`src/rtl/reg_scoreboard_if.sv`:
```
// Decode/writeback bundle for the register scoreboard.
// Master drives requests; slave returns read data and hazards.
interface reg_scoreboard_if #(
    parameter int DW = 32
);
    logic          issue_valid;
    logic          issue_wen;
    logic [4:0]    issue_dst;
    logic [4:0]    rs_addr;
    logic [4:0]    rt_addr;
    logic          wb_we;
    logic [4:0]    wb_addr;
    logic [DW-1:0] wb_data;
    logic          flush;
    logic [DW-1:0] rs_data;
    logic [DW-1:0] rt_data;
    logic          stall;
    logic          busy;

    modport master (
        output issue_valid, issue_wen, issue_dst,
        output rs_addr, rt_addr,
        output wb_we, wb_addr, wb_data, flush,
        input  rs_data, rt_data, stall, busy
    );

    modport slave (
        input  issue_valid, issue_wen, issue_dst,
        input  rs_addr, rt_addr,
        input  wb_we, wb_addr, wb_data, flush,
        output rs_data, rt_data, stall, busy
    );
endinterface

```
`src/rtl/reg_scoreboard.sv`:
```
// Register file with bypass plus per-register pending-write
// counters that stall decode on RAW hazards and counter overflow.
module reg_scoreboard #(
    parameter int NREG = 32,
    parameter int DW   = 32,
    parameter int CW   = 2
) (
    input logic          clock,
    input logic          reset,
    reg_scoreboard_if.slave bus
);
    localparam logic [CW-1:0] PMAX = {CW{1'b1}};
    localparam logic [CW-1:0] PONE = CW'(1);

    logic [DW-1:0] regs_q [NREG];
    logic [CW-1:0] pend_q [NREG];
    logic [CW-1:0] pend_d [NREG];
    logic [CW-1:0] pv     [NREG];

    logic rs_fwd, rt_fwd;
    logic hz_rs, hz_rt, dst_full;
    logic stall, acc, busy;

    // Reset forces the visible state to the cleared view.
    always_comb begin
        for (int r = 0; r < NREG; r++) begin
            pv[r] = (reset || r == 0) ? '0 : pend_q[r];
        end
    end

    assign rs_fwd = bus.wb_we && (bus.wb_addr == bus.rs_addr);
    assign rt_fwd = bus.wb_we && (bus.wb_addr == bus.rt_addr);

    assign bus.rs_data = (bus.rs_addr == 5'd0) ? '0 :
                         rs_fwd ? bus.wb_data :
                         reset  ? '0 : regs_q[bus.rs_addr];
    assign bus.rt_data = (bus.rt_addr == 5'd0) ? '0 :
                         rt_fwd ? bus.wb_data :
                         reset  ? '0 : regs_q[bus.rt_addr];

    // A last outstanding write landing now is covered by bypass.
    assign hz_rs = (bus.rs_addr != 5'd0) &&
                   (pv[bus.rs_addr] != '0) &&
                   !(rs_fwd && pv[bus.rs_addr] == PONE);
    assign hz_rt = (bus.rt_addr != 5'd0) &&
                   (pv[bus.rt_addr] != '0) &&
                   !(rt_fwd && pv[bus.rt_addr] == PONE);

    assign dst_full = bus.issue_wen &&
                      (bus.issue_dst != 5'd0) &&
                      (pv[bus.issue_dst] == PMAX) &&
                      !(bus.wb_we && bus.wb_addr == bus.issue_dst);

    assign stall = bus.issue_valid && !bus.flush &&
                   (hz_rs || hz_rt || dst_full);
    assign acc   = bus.issue_valid && !stall && !bus.flush;
    assign bus.stall = stall;

    // Next pending count: +1 on issue, -1 on writeback, flush clears.
    always_comb begin
        logic inc, dec;
        pend_d[0] = '0;
        for (int r = 1; r < NREG; r++) begin
            inc = acc && bus.issue_wen &&
                  (bus.issue_dst == 5'(r));
            dec = bus.wb_we && (bus.wb_addr == 5'(r)) &&
                  (pend_q[r] != '0);
            pend_d[r] = pend_q[r];
            if (bus.flush)
                pend_d[r] = '0;
            else if (inc && !dec)
                pend_d[r] = pend_q[r] + PONE;
            else if (dec && !inc)
                pend_d[r] = pend_q[r] - PONE;
        end
    end

    // Busy reflects registered counters only.
    always_comb begin
        busy = 1'b0;
        for (int r = 0; r < NREG; r++) begin
            busy = busy | (pend_q[r] != '0);
        end
    end
    assign bus.busy = busy;

    // Register file write port and counter state.
    always_ff @(posedge clock) begin
        if (reset) begin
            for (int r = 0; r < NREG; r++) begin
                regs_q[r] <= '0;
                pend_q[r] <= '0;
            end
        end else begin
            if (bus.wb_we && bus.wb_addr != 5'd0)
                regs_q[bus.wb_addr] <= bus.wb_data;
            for (int r = 0; r < NREG; r++) begin
                pend_q[r] <= pend_d[r];
            end
        end
    end
endmodule

```
`src/flat_wrapper.sv`:
```
// flat-port wrapper written by rule: the top's interface ports become plain ports
module reg_scoreboard_flat 
#(
    parameter int NREG = 32,
    parameter int DW   = 32,
    parameter int CW   = 2
)
  (clock, reset, bus_issue_valid, bus_issue_wen, bus_issue_dst, bus_rs_addr, bus_rt_addr, bus_wb_we, bus_wb_addr, bus_wb_data, bus_flush, bus_rs_data, bus_rt_data, bus_stall, bus_busy);
  reg_scoreboard_if #(.DW(DW)) bus_i ();
  input logic clock;
  input logic reset;
  input wire logic [$bits(bus_i.issue_valid)-1:0] bus_issue_valid;
  input wire logic [$bits(bus_i.issue_wen)-1:0] bus_issue_wen;
  input wire logic [$bits(bus_i.issue_dst)-1:0] bus_issue_dst;
  input wire logic [$bits(bus_i.rs_addr)-1:0] bus_rs_addr;
  input wire logic [$bits(bus_i.rt_addr)-1:0] bus_rt_addr;
  input wire logic [$bits(bus_i.wb_we)-1:0] bus_wb_we;
  input wire logic [$bits(bus_i.wb_addr)-1:0] bus_wb_addr;
  input wire logic [$bits(bus_i.wb_data)-1:0] bus_wb_data;
  input wire logic [$bits(bus_i.flush)-1:0] bus_flush;
  output wire logic [$bits(bus_i.rs_data)-1:0] bus_rs_data;
  output wire logic [$bits(bus_i.rt_data)-1:0] bus_rt_data;
  output wire logic [$bits(bus_i.stall)-1:0] bus_stall;
  output wire logic [$bits(bus_i.busy)-1:0] bus_busy;
  assign bus_i.issue_valid = bus_issue_valid;
  assign bus_i.issue_wen = bus_issue_wen;
  assign bus_i.issue_dst = bus_issue_dst;
  assign bus_i.rs_addr = bus_rs_addr;
  assign bus_i.rt_addr = bus_rt_addr;
  assign bus_i.wb_we = bus_wb_we;
  assign bus_i.wb_addr = bus_wb_addr;
  assign bus_i.wb_data = bus_wb_data;
  assign bus_i.flush = bus_flush;
  assign bus_rs_data = bus_i.rs_data;
  assign bus_rt_data = bus_i.rt_data;
  assign bus_stall = bus_i.stall;
  assign bus_busy = bus_i.busy;
  reg_scoreboard #(.NREG(NREG), .DW(DW), .CW(CW)) u_core (.clock(clock), .reset(reset), .bus(bus_i));
endmodule
```
`config.mk`:
```
export PLATFORM = sky130hd
export DESIGN_NAME = reg_scoreboard_flat
export DESIGN_NICKNAME = d
export VERILOG_FILES = /design/src/rtl/reg_scoreboard_if.sv /design/src/rtl/reg_scoreboard.sv /design/src/flat_wrapper.sv
export SDC_FILE = /design/constraint.sdc
export NUM_CORES = 2
export LEC_CHECK = 0
export ABC_CLOCK_PERIOD_IN_PS = 5100
export BUFFER_PORTS_ARGS = -buffer_cell sky130_fd_sc_hd__buf_4
export CAP_MARGIN = 0
export CORE_ASPECT_RATIO = 1.5
export CORE_MARGIN = 8
export CORE_UTILIZATION = 39
export CTS_CLUSTER_DIAMETER = 60
export DETAILED_ROUTE_END_ITERATION = 12
export PLACE_DENSITY = 0.56
export SLEW_MARGIN = 20
export SYNTH_ARGS = -nofsm -noshare
export SYNTH_HDL_FRONTEND = slang
export SYNTH_SLANG_ARGS = --single-unit
export TNS_END_PERCENT = 1
```
`constraint.sdc`:
```
create_clock -name clock -period 5.1 [get_ports clock]
set_input_delay 0.255 -clock clock [delete_from_list [all_inputs] [get_ports clock]]
set_output_delay 0.255 -clock clock [all_outputs]
set_load 0.005 [all_outputs]
```
Word-level counts from Yosys, hierarchy flattened --
Memory sizes are Yosys's and may differ from the RTL's. Index checks and enable logic that the tools add are counted.
Operators by class: add/subtract/negate cells 62, equal/unequal tests 68, reduce and logical (&&, ||, !) cells 283, magnitude comparators 3, bitwise gates (word level) 66, multiplexer cells 180
Operators by type and width (count):
- $mux 2 | 162
- $mux 32 | 7
- $logic_and 1x1->1 | 173
- $eq 5x5->1 const B | 32
- $eq 5x4->1 const B | 16
- $reduce_bool 2->1 | 34
- $logic_not 1->1 | 67
- $or 1x1->1 | 63
- $add 2x1->2 const B | 31
- $sub 2x1->2 const B | 31
- $eq 5x3->1 const B | 8
- $reduce_or 32->1 | 1
- $bmux 2 s5 | 3
- $eq 5x2->1 const B | 4
- $reduce_bool 5->1 | 4
- $ge 6x6->1 const B | 3
- $not 5->6 | 3
- $eq 5x5->1 | 3
- $eq 5x1->1 const B | 2
- $logic_not 5->1 | 2
- $mux 1 | 7
- $mux 5 | 1
- $eq 2x1->1 const B | 2
- $eq 2x2->1 const B | 1
- $logic_or 1x1->1 | 2
Word-level totals: register bits 0, memory bits (writable) 1088, logic and storage cells 664, output and inout port bits 66, memories 2
Memories:
- u_core.regs_q | words 32, bits a word 32, rd ports 2, clocked after memory_dff 0, wr ports 32, line reg_scoreboard.sv:15 | logic [DW-1:0] regs_q [NREG];
- u_core.pend_q | words 32, bits a word 2, rd ports 32, clocked after memory_dff 0, wr ports 32, line reg_scoreboard.sv:16 | logic [CW-1:0] pend_q [NREG];

Depth between registers and ports, before layout --
An unclocked memory read counts as a cell.
word-level depth 33, depth in mapped cells 16, mapped depth without buffers 11

Least setup slack after synthesis --
Ideal clock, no wire load.
path kind input -> register, from input bus_rt_addr[0], to memory u_core.pend_q[14][1], in the netlist u_core.pend_q[0][29], data required time 5.030 ns, stages on the path 15, slack 2.071 ns, arrival time 2.958 ns, buffers on the path 5, cell sequence buf_2 buf_6 buf_6 buf_2 mux2i_1 nand3_1 nand4_1 nand3_1 nor4_2 nand4_2 buf_2 nor4_2 ha_1 or3_1 a21oi_1
RTL lines:
- from (decl) | line flat_wrapper.sv:16 | input wire logic [$bits(bus_i.rt_addr)-1:0] bus_rt_addr;
- to (decl) | line reg_scoreboard.sv:16

Worst setup path in the final report --
from input bus_rt_addr[1], to output bus_rt_data[24]
On the way: cells in the longest elaborated chain, start to end 4, elaborated cells on any way between the ends 7, those cells by class eq/ne (1); mux (3); reduce/logical (2); memory (1)
RTL lines:
- $mem_v2 32x32 / $eq 5x5->1 (equally long branches)
- $mux 32 / $logic_and 1x1->1 (equally long branches) | line reg_scoreboard.sv:39, reg_scoreboard.sv:32
- $mux 32 | line reg_scoreboard.sv:38 | rt_fwd ? bus.wb_data :
- $mux 32 (*) | line reg_scoreboard.sv:37 | assign bus.rt_data = (bus.rt_addr == 5'd0) ? '0 :
- to (decl) | line flat_wrapper.sv:22 | output wire logic [$bits(bus_i.rt_data)-1:0] bus_rt_data;
Mark *: on every way between the ends. The rest lies on a longest branch, timed or not.

==> out/results.tsv <==
stage	metric	value	unit
final_layout	filler cell count	13900	
setup_path	internal reg-to-reg setup slack	1.64	ns
die	Die ar.	168000	sq um
logic_synthesis	Yosys top cell by area	edfxtp_1	
power	power density over cell area	315	nW/um^2
logic_synthesis	Synth Area in XOR/XNOR	1.12	%
routing	initial DRC count	5167	
timing	Slew HR	20.2	%
logic_synthesis	number of synthesized flops with an enable pin	1024	
logic_synthesis	post-synthesis compound-gate area fraction	2.35	%
clocking	Clock Tree Buf Depth	3	
logic_synthesis	post-synthesis simple-gate area fraction	14.3	%
timing	min Tclk post-route	3.89	ns
global_route	first-pass GRT wire length	309	mm
final_layout	post-route cell area	67000	sq um
timing	Final Hold Fails	0	
die	Ports	124	
die	Core ar.	155000	sq um
timing	period utilization	76.3	%
global_route	gr ovfl total	0	
clocking	root buffer cell	clkbuf_16	
logic_synthesis	ys flop type	edfxtp_1	
setup_path	CP Capture Type	output pin	
setup_path	critical path class	input pin to output pin	
logic_synthesis	sequential fraction of the synthesis area	52.9	%
clocking	Clock Latency Late Sink	0.76	ns
logic_synthesis	Synth Register Bits	1086	
clocking	CTS resizes	0	
global_route	vias in the first global route	39300	
setup_path	Worst path top cell family by delay	buffers and inverters	
final_layout	layout net count	4074	
setup_path	startpoint types	input pin	
clocking	TritonCTS clock tree	done	
timing	fmax	257	MHz
routing	Vias/cell	6.33	
clocking	CTS clk-pin slew, worst paths	0.06	ns
routing	Routed Antenna Nets	0	
clocking	Post-CTS Setup Bufs	0	
die	die width	338	microns
logic_synthesis	post-synthesis async set-or-reset flop share	0	%
place	RePlAce Congestion	0.897	
logic_synthesis	adder-cell share of the synthesized area	0.641	%
setup_path	worst path required time	4.85	ns
global_route	largest net degree at the start of global routing	104	
setup_path	Reg-to-Reg Start	u_core.pend_q[0][11]	
die	initial core utilization	39.1	%
setup_path	FF-to-FF path depth	11	
logic_synthesis	post-synth top area share	50.9	%
global_route	gr usage total	26.2	%
timing	PnR worst setup slack	1.21	ns
logic_synthesis	unique cell type count in the Yosys netlist	62	
clocking	H-tree Lvls	3	
routing	drt first pass iters	6	
setup_path	CP Cell Sequence	buf_8, buf_4, mux4_2, mux4_2, nand2_1, nand2_1, a22oi_1, nor2_1, buf_4	
setup_path	crit path max-delay cell type	buf_4	
power	maximum VDD drop	271	uV
timing	hold slack	0.0439	ns
flow_run	max cap viols	0	
timing	RSZ-0062 raised after global routing	false	
clocking	Post-CTS Hold Buffers	8	
clocking	cts bufs inserted	108	
final_layout	post-route insts no fill	6147	
logic_synthesis	Cell Area, Synth	60500	sq um
final_layout	layout cells sized above 1	28.2	%
setup_path	crit path DAT	3.63	ns
place	IO buf count	123	
routing	Vias	38900	
timing	Worst Max-Slew Pin Slew	1.20	ns
worst_hold_path	worst hold start	bus_wb_data[28]	
timing	setup violators final	0	
logic_synthesis	top post-synthesis cells by area	edfxtp_1 51%, mux4_2 24%, and2_1 10%	
logic_synthesis	largest family of logic cells by synthesized area	multiplexers	
global_route	initial antenna violation count	27	
logic_synthesis	synth cell count leaders	1024 x edfxtp_1, 996 x and2_1, 655 x mux4_2	
logic_synthesis	count leader, synth	edfxtp_1	
timing	final setup skew	0.0257	ns
logic_synthesis	Cells after Synth	4060	
worst_hold_path	min-delay worst type	input pin to flop	
setup_path	Worst path max stage delay	0.75	ns
logic_synthesis	yosys warns	0	
place	HPWL Detailed	123	mm
setup_path	r2r endpoint	u_core.pend_q[0][53]	
routing	number of remaining DRC errors	0	
routing	WL/cell	36.4	microns
place	DP Worst Slack	1.23	ns
setup_path	Buf/Inv on CP	3	
logic_synthesis	Avg Cell Area, Syn	14.9	sq um
timing	fin. max-slew vios	0	
place	DP Area	63500	sq um
power	P_leak	0.0226	uW
routing	final WL	224	mm
die	Die Y	498	microns
clocking	Clock Sinks	1086	
worst_hold_path	Worst Hold Depth	2	
place	dpl cells	5925	
setup_path	CP Max Fanout	90	
logic_synthesis	mux cell area share after synthesis	25.6	%
timing	setup_tns	0	ns
final_layout	Syn-to-layout area delta	10.8	%
die	row count	177	
worst_hold_path	Worst Hold Path EP	u_core.regs_q[21][28]	
run_status	outcome	finished, final reports clean	
cell type report:
type                       instances  area, sq um  share of cell area, %
multi-input combinational       2550        27000                   40.3
tap                             2058         2570                   3.84
inverter                           8         41.3                 0.0616
sequential                      1086        32000                   47.7
timing repair buffer             231         1980                   2.96
clock inverter                    66          514                  0.767
clock buffer                     133         2840                   4.24
antenna                           15         37.5                 0.0560
worst max path at each step:
| stage | slack (ns) | depth (start not counted) | endpoint | start |
|---|---|---|---|---|
| 3_3_place_gp | 1.24 | 12 | u_core.pend_q[0][53] | reset |
| 6_report | 1.21 | 9 | bus_rt_data[24] | bus_rt_addr[1] |
| 3_5_place_dp | 1.23 | 12 | u_core.pend_q[0][53] | reset |
| 2_1_floorplan | 2.07 | 15 | u_core.pend_q[0][29] | bus_rt_addr[0] |
| 5_1_grt | 1.09 | 9 | bus_rt_data[24] | bus_rt_addr[1] |
| 4_1_cts | 1.31 | 9 | bus_rt_data[24] | bus_rt_addr[1] |
worst register-to-register path: stages, from the launching register on:
cell      delay [ns]
dfxtp_1         0.42
mux2i_1         0.21
o22ai_1         0.11
o311ai_1        0.50
nor3_1          0.13
nor4_2          0.37
nand4_2         0.16
buf_4           0.23
nor3_1          0.43
ha_1            0.36
or3_1           0.35
a21oi_1         0.13
power by group:
part / switching (uW) / internal [uW]
Clock: 3600 / 4250
Sequential: 225 / 10200
Combinational: 1560 / 1230
Total: 5390 / 15700
sequential cells by signal (all words and copies together), names as in the netlist:
| name | cells |
|---|---|
| u_core.pend_q | 62 |
| u_core.regs_q | 1024 |
placed cells by master (no fill, tap or decap), drive strengths merged, types with 7 or more instances in the layout:
master,synthesis,final
dlygate4sd3,0,8
o22ai,7,7
dfxtp,62,62
nor2,138,138
clkinvlp,0,9
or2,34,34
a22oi,66,66
nand4,15,15
inv,8,11
clkinv,0,48
nand2,136,136
xor2,70,70
mux2,39,39
and2,996,996
clkbuf,342,133
a21oi,37,37
ha,31,31
xnor2,7,7
or3,33,33
diode,0,15
nand3b,8,8
nor3,23,23
and3b,7,7
nor4,35,35
buf,105,223
o211ai,32,32
edfxtp,1024,1024
nor2b,12,12
mux4,655,655
nand3,15,15
o21ai,35,35
mux2i,31,31
conb,1,32
metal layers:
layer  share of wire [%]  track usage [%]  up-vias
met5              0.0045                0        -
met4                 5.9             14.0        2
met3                 9.2             4.75      620
met2                  49             43.1     2403
met1                  36             32.7    20400
li1                    -                -    15400
kinds of logic (layout without fill, tap and decap cells):
| group | count (synthesis) | count (layout) |
|---|---|---|
| and+or+nand+nor | 1476 | 1476 |
| DFF | 1086 | 1086 |
| muxes | 725 | 725 |
| buffers and inverters | 455 | 438 |
| AOI/OAI and AO/OA | 209 | 209 |
| xor gates and xnor gates | 77 | 77 |
| adders and majority gates | 31 | 31 |
| other | 1 | 47 |
per-stage QoR:
stage               util, %  total power, uW
floorplan                 -            12200
global placement       41.1            13400
detailed placement     41.1            13400
CTS                    43.3            21200
global route           43.3            21600
finish                 43.3            21100
No activity file was read; power rests on OpenSTA's default activity.
